File: src/rtl/tail_lamp_sequencer.sv
// tail_lamp_sequencer
//   Rear turn/hazard lamp sequencer. A prescaler divides CLOCK down to a
//   step tick. On each tick the mode/step state machine advances a
//   three-lamp sweep: 000 -> 001 -> 011 -> 111 -> 000. The sweep is shown
//   on the left side, the right side, or both sides (hazard).
//
//   Optional feature macro: BRAKE_EN. When it is defined, the BRAKE port
//   exists and lights every side that is not sweeping to 111. Hazard
//   ignores BRAKE.
//
// Parameters
//   TICK_DIV     clock cycles per sweep step (1..65535)
// Ports
//   CLOCK        rising-edge clock
//   RESET        asynchronous, active-high reset
//   EMERGENCY    hazard request (highest priority, sampled on ticks)
//   TURN_LEFT    left turn request (sampled on ticks)
//   TURN_RIGHT   right turn request (sampled on ticks)
//   BRAKE        brake request, every cycle (only with BRAKE_EN)
//   LEFT_LAMP    left lamps, bit0 innermost .. bit2 outermost (registered)
//   RIGHT_LAMP   right lamps, bit0 innermost .. bit2 outermost (registered)
//   ACTIVE_MODE  00 idle, 01 left, 10 right, 11 hazard (registered)
module tail_lamp_sequencer #(
    parameter int unsigned TICK_DIV = 4
) (
    input  logic       CLOCK,
    input  logic       RESET,
    input  logic       EMERGENCY,
    input  logic       TURN_LEFT,
    input  logic       TURN_RIGHT,
`ifdef BRAKE_EN
    input  logic       BRAKE,
`endif
    output logic [2:0] LEFT_LAMP,
    output logic [2:0] RIGHT_LAMP,
    output logic [1:0] ACTIVE_MODE
);

    localparam logic [15:0] TICK_LAST = 16'(TICK_DIV - 1);

    typedef enum logic [1:0] {
        IDLE   = 2'b00,
        LEFT   = 2'b01,
        RIGHT  = 2'b10,
        HAZARD = 2'b11
    } mode_t;

    logic [15:0] count_p0;
    logic        tick_p0;
    mode_t       mode_p0;
    logic [1:0]  step_p0;

    logic [2:0]  sweep;
    logic [2:0]  left_nxt;
    logic [2:0]  right_nxt;
    logic [2:0]  left_p1;
    logic [2:0]  right_p1;
    logic [1:0]  mode_p1;

    function automatic logic [2:0] sweep_pattern(input logic [1:0] step);
        logic [2:0] pat;
        case (step)
            2'd1:    pat = 3'b001;
            2'd2:    pat = 3'b011;
            2'd3:    pat = 3'b111;
            default: pat = 3'b000;
        endcase
        return pat;
    endfunction

    // Stage p0: prescaler and mode/step state
    always_ff @(posedge CLOCK or posedge RESET) begin
        if (RESET) begin
            count_p0 <= 16'd0;
        end else if (count_p0 == TICK_LAST) begin
            count_p0 <= 16'd0;
        end else begin
            count_p0 <= count_p0 + 16'd1;
        end
    end

    assign tick_p0 = (count_p0 == TICK_LAST);

    // Requests are looked at only on ticks, so pulses between ticks are lost.
    // IDLE always carries step 0, so a non-zero step means a sweep in flight.
    always_ff @(posedge CLOCK or posedge RESET) begin
        if (RESET) begin
            mode_p0 <= IDLE;
            step_p0 <= 2'd0;
        end else if (tick_p0) begin
            if (EMERGENCY) begin
                if (mode_p0 != HAZARD) begin
                    mode_p0 <= HAZARD;
                    step_p0 <= 2'd1;
                end else begin
                    step_p0 <= step_p0 + 2'd1;
                end
            end else if (mode_p0 == HAZARD) begin
                mode_p0 <= IDLE;
                step_p0 <= 2'd0;
            end else if (step_p0 != 2'd0) begin
                step_p0 <= step_p0 + 2'd1;
            end else if (TURN_LEFT && !TURN_RIGHT) begin
                mode_p0 <= LEFT;
                step_p0 <= 2'd1;
            end else if (TURN_RIGHT && !TURN_LEFT) begin
                mode_p0 <= RIGHT;
                step_p0 <= 2'd1;
            end else begin
                mode_p0 <= IDLE;
                step_p0 <= 2'd0;
            end
        end
    end

    always_comb begin
        sweep     = sweep_pattern(step_p0);
        left_nxt  = 3'b000;
        right_nxt = 3'b000;
        case (mode_p0)
            LEFT:    left_nxt = sweep;
            RIGHT:   right_nxt = sweep;
            HAZARD: begin
                left_nxt  = sweep;
                right_nxt = sweep;
            end
            default: ;
        endcase
`ifdef BRAKE_EN
        // Brake fills whichever side is not sweeping; hazard owns both sides.
        if (BRAKE && (mode_p0 != HAZARD)) begin
            if (mode_p0 != LEFT) begin
                left_nxt = 3'b111;
            end
            if (mode_p0 != RIGHT) begin
                right_nxt = 3'b111;
            end
        end
`endif
    end

    // Stage p1: registered lamp and mode outputs
    always_ff @(posedge CLOCK or posedge RESET) begin
        if (RESET) begin
            left_p1  <= 3'b000;
            right_p1 <= 3'b000;
            mode_p1  <= 2'b00;
        end else begin
            left_p1  <= left_nxt;
            right_p1 <= right_nxt;
            mode_p1  <= mode_p0;
        end
    end

    assign LEFT_LAMP   = left_p1;
    assign RIGHT_LAMP  = right_p1;
    assign ACTIVE_MODE = mode_p1;

endmodule

File: config.mk
export PLATFORM = sky130hd
export DESIGN_NAME = tail_lamp_sequencer
export DESIGN_NICKNAME = d
export VERILOG_FILES = /design/src/rtl/tail_lamp_sequencer.sv
export SDC_FILE = /design/constraint.sdc
export NUM_CORES = 1
export LEC_CHECK = 0
export CAP_MARGIN = 40
export CELL_PAD_IN_SITES_DETAIL_PLACEMENT = 1
export CELL_PAD_IN_SITES_GLOBAL_PLACEMENT = 1
export CORE_ASPECT_RATIO = 2
export CORE_UTILIZATION = 40
export CTS_CLUSTER_DIAMETER = 120
export CTS_CLUSTER_SIZE = 14
export DETAILED_ROUTE_END_ITERATION = 12
export DONT_BUFFER_PORTS = 1
export GPL_TIMING_DRIVEN = 1
export HOLD_SLACK_MARGIN = 0.12
export PLACE_DENSITY_LB_ADDON = 0.3
export SYNTH_ARGS = -nofsm -noshare
export SYNTH_HDL_FRONTEND = slang
export SYNTH_SLANG_ARGS = --single-unit
File: constraint.sdc
create_clock -name CLOCK -period 2.2 [get_ports CLOCK]
set_input_delay 0.11 -clock CLOCK [delete_from_list [all_inputs] [get_ports CLOCK]]
set_output_delay 0.11 -clock CLOCK [all_outputs]
set_load 0.01 [all_outputs]
==> impl_metrics.env <==
export IMPL_fin_nets=131
export IMPL_antenna_found_initial=0
export IMPL_cts_buffers=3
export IMPL_worstSetupStartpointType="flip-flop"
export IMPL_cp_arrival_ps=2020
export IMPL_clk_pin_slew_ps=90
export IMPL_ys_ff_latch=28
export IMPL_final_common_cell="dfrtp_1"
export IMPL_comb_power_share_pct=16.0
export IMPL_area_growth_pct=9.01
export IMPL_clockRootBuffer="clkbuf_8"
export IMPL_grt_max_degree=22
export IMPL_syn_num_nets=123
export IMPL_drcViolationCount=0
export IMPL_initial_utilization_pct=42.2
export IMPL_cts_sinks=28
export IMPL_grt_pass1_wl_um=4340
export IMPL_cts_tree="yes"
export IMPL_synth_distinct_cells=27
export IMPL_port_buffers=0
export IMPL_tns_ps=0
export IMPL_layout_common_cells="dfrtp_1 (28), inv_1 (8), nand3_1 (8), xnor2_1 (8)"
export IMPL_worst_path_max_delay_cell="dfrtp_1"
export IMPL_drt_iter0_markers=6
export IMPL_die_h_um=84.1
export IMPL_rr_endpoint="mode_p0[0]"
export IMPL_avgRoutedWirePerCell_um=15.9
export IMPL_final_core_utilization_pct=46.0
export IMPL_drt_vias_per_instance=5.56
export IMPL_antenna_violating_nets_post_route=0
export IMPL_coreArea_um2=3190
export IMPL_clock_skew_ps=3.72
export IMPL_path_cells="ha_1 -> nor4b_4 -> nand4_4 -> or2_1 -> o2bb2ai_1"
export IMPL_post_dp_hpwl_um=1860
export IMPL_drive_gt1_share_pct=13.6
export IMPL_rsz0062_at_grt="no"
export IMPL_p_switching_mw=0.348
export IMPL_p_int_mw=0.835
export IMPL_fmax_ghz=0.536
export IMPL_grt_overflow=0
export IMPL_cts_hold_buf=2
export IMPL_num_rows=29
export IMPL_status="complete, no violations"
export IMPL_num_vias=829
export IMPL_reg2reg_setup_slack_ps=330
export IMPL_rr_startpoint="count_p0[0]"
export IMPL_fin_crit_ps=1870
export IMPL_ctsHtreeMaxLevel=1
export IMPL_path_class="flip-flop to flip-flop"
export IMPL_crit_fanout=10
export IMPL_clkLatencyLatePin_ps=270
export IMPL_worst_pin_slew_ps=488
export IMPL_synth_warning_count=0
export IMPL_min_path_type="input port to async pin"
export IMPL_final_area_um2=1470
export IMPL_setup_violations=0
export IMPL_cts_resized=0
export IMPL_ioPinCount=13
export IMPL_instances_no_fill=149
export IMPL_slowest_delay_ps=470
export IMPL_p_clk_share_pct=26.1
export IMPL_die_w_um=43.0
export IMPL_clk_path_buf_depth=2
export IMPL_period_share_pct=84.8
export IMPL_antennaDiodeCount=0
export IMPL_synthesis_area_um2=1350
export IMPL_reg2reg_depth=5
export IMPL_grt_pass1_vias=935
export IMPL_gp_congestion=0.785
export IMPL_relSlewSlack_pct=67.2
export IMPL_hold_viol_final=0
export IMPL_routed_wl_um=2370
export IMPL_dr_pass1_iters=2
export IMPL_powerDensity_nw_per_um2=805
export IMPL_dieArea_um2=3620
export IMPL_p_sw_share_pct=29.4
export IMPL_place_area_um2=1390
export IMPL_leakage_nw=0.694
export IMPL_path_buf_inv=0
export IMPL_vdd_drop_max_mv=0.535
export IMPL_netlist_instances=111
export IMPL_place_inst=143
export IMPL_power_mw=1.18
export IMPL_maxCapViolations=0
export IMPL_grt_total_usage_pct=15.8
export IMPL_syn_avg_cell_area_um2=12.1
export IMPL_cts_setup_buffers=0
export IMPL_p_seq_share_pct=57.9
export IMPL_crit_path_end_kind="flip-flop"
export IMPL_required_ps=2360
export IMPL_final_max_slew_violation_count=0
export IMPL_path_delay_family="simple AND/OR/NAND/NOR gates"
export IMPL_yosysSeqAreaShare_pct=52.0
[power by group through the flow]
stage | Clock (mW) | Combinational [mW] | Sequential (mW)
CTS | 0.320 | 0.193 | 0.685
global route | 0.341 | 0.226 | 0.696
finish | 0.308 | 0.189 | 0.685
floorplan | 0 | 0.149 | 0.671
detailed placement | 0 | 0.188 | 0.696
global placement | 0 | 0.182 | 0.695
[area by class of cell]
| type | count | area [um^2] |
|---|---|---|
| tap | 31 | 38.8 |
| multi-input combinational | 75 | 617 |
| sequential | 28 | 701 |
| timing repair buffer | 3 | 27.5 |
| inverter | 8 | 30.0 |
| clock buffer | 4 | 55.1 |
| fill | 343 | 1720 |
[metrics by stage]
step | setup slack [ps] | hold WS, ps
floorplan | 558 | 175
global placement | 495 | -58.6
detailed placement | 335 | -42.7
CTS | 317 | 211
global route | 199 | 231
finish | 335 | 206
[cell usage after synthesis, drive strengths merged]
cell	count	area, um^2
nor3	5	35.0
nand2	8	37.5
nand4	3	33.8
and4	1	11.3
inv	8	30.0
dfrtp	28	701
or2	1	6.26
o2bb2ai	2	17.5
nor4	4	58.8
nand3	9	57.6
a31oi	3	18.8
a21oi	1	5.00
mux2i	1	10.0
xor2	7	61.3
and2	4	25.0
nor4b	1	23.8
o21a	2	15.0
xnor2	8	70.1
nor2	2	7.51
o21ai	2	10.0
ha	7	87.6
nor2b	4	25.0
[worst max path at each step]
stage                 end         from  slack, ps  cells after the start
6_report       mode_p0[0]  count_p0[0]        330                      5
5_1_grt        mode_p0[0]  count_p0[0]        200                      5
4_1_cts        mode_p0[0]  count_p0[0]        320                      5
3_5_place_dp   mode_p0[0]  count_p0[0]        340                      5
3_3_place_gp   mode_p0[1]  count_p0[0]        500                      5
2_1_floorplan  mode_p0[0]  count_p0[0]        560                      5
[per-layer routing]
metal	vias up	GRT usage [%]	routed length, um
met2	10	27.4	1350
met1	421	18.4	931
met3	5	1.95	33
met4	0	7.44	55
met5	-	0	0
li1	393	-	-
[registers in the layout, indices dropped and copies added, names as in the netlist]
name / cells
ACTIVE_MODE: 2
mode_p0: 2
count_p0: 16
LEFT_LAMP: 3
RIGHT_LAMP: 3
step_p0: 2
[kinds of logic (layout without fill, tap and decap cells)]
group                      count (synthesis)  count (layout)  synth area share [%]
AOI/OAI and AO/OA                         10              10                  4.92
xor gates and xnor gates                  15              15                  9.75
adders and majority gates                  7               7                  6.50
buffers and inverters                      8              15                  2.23
DFF                                       28              28                  52.0
muxes                                      1               1                 0.743
and+or+nand+nor                           42              42                  23.9
Power figures use the tool's default switching activity.
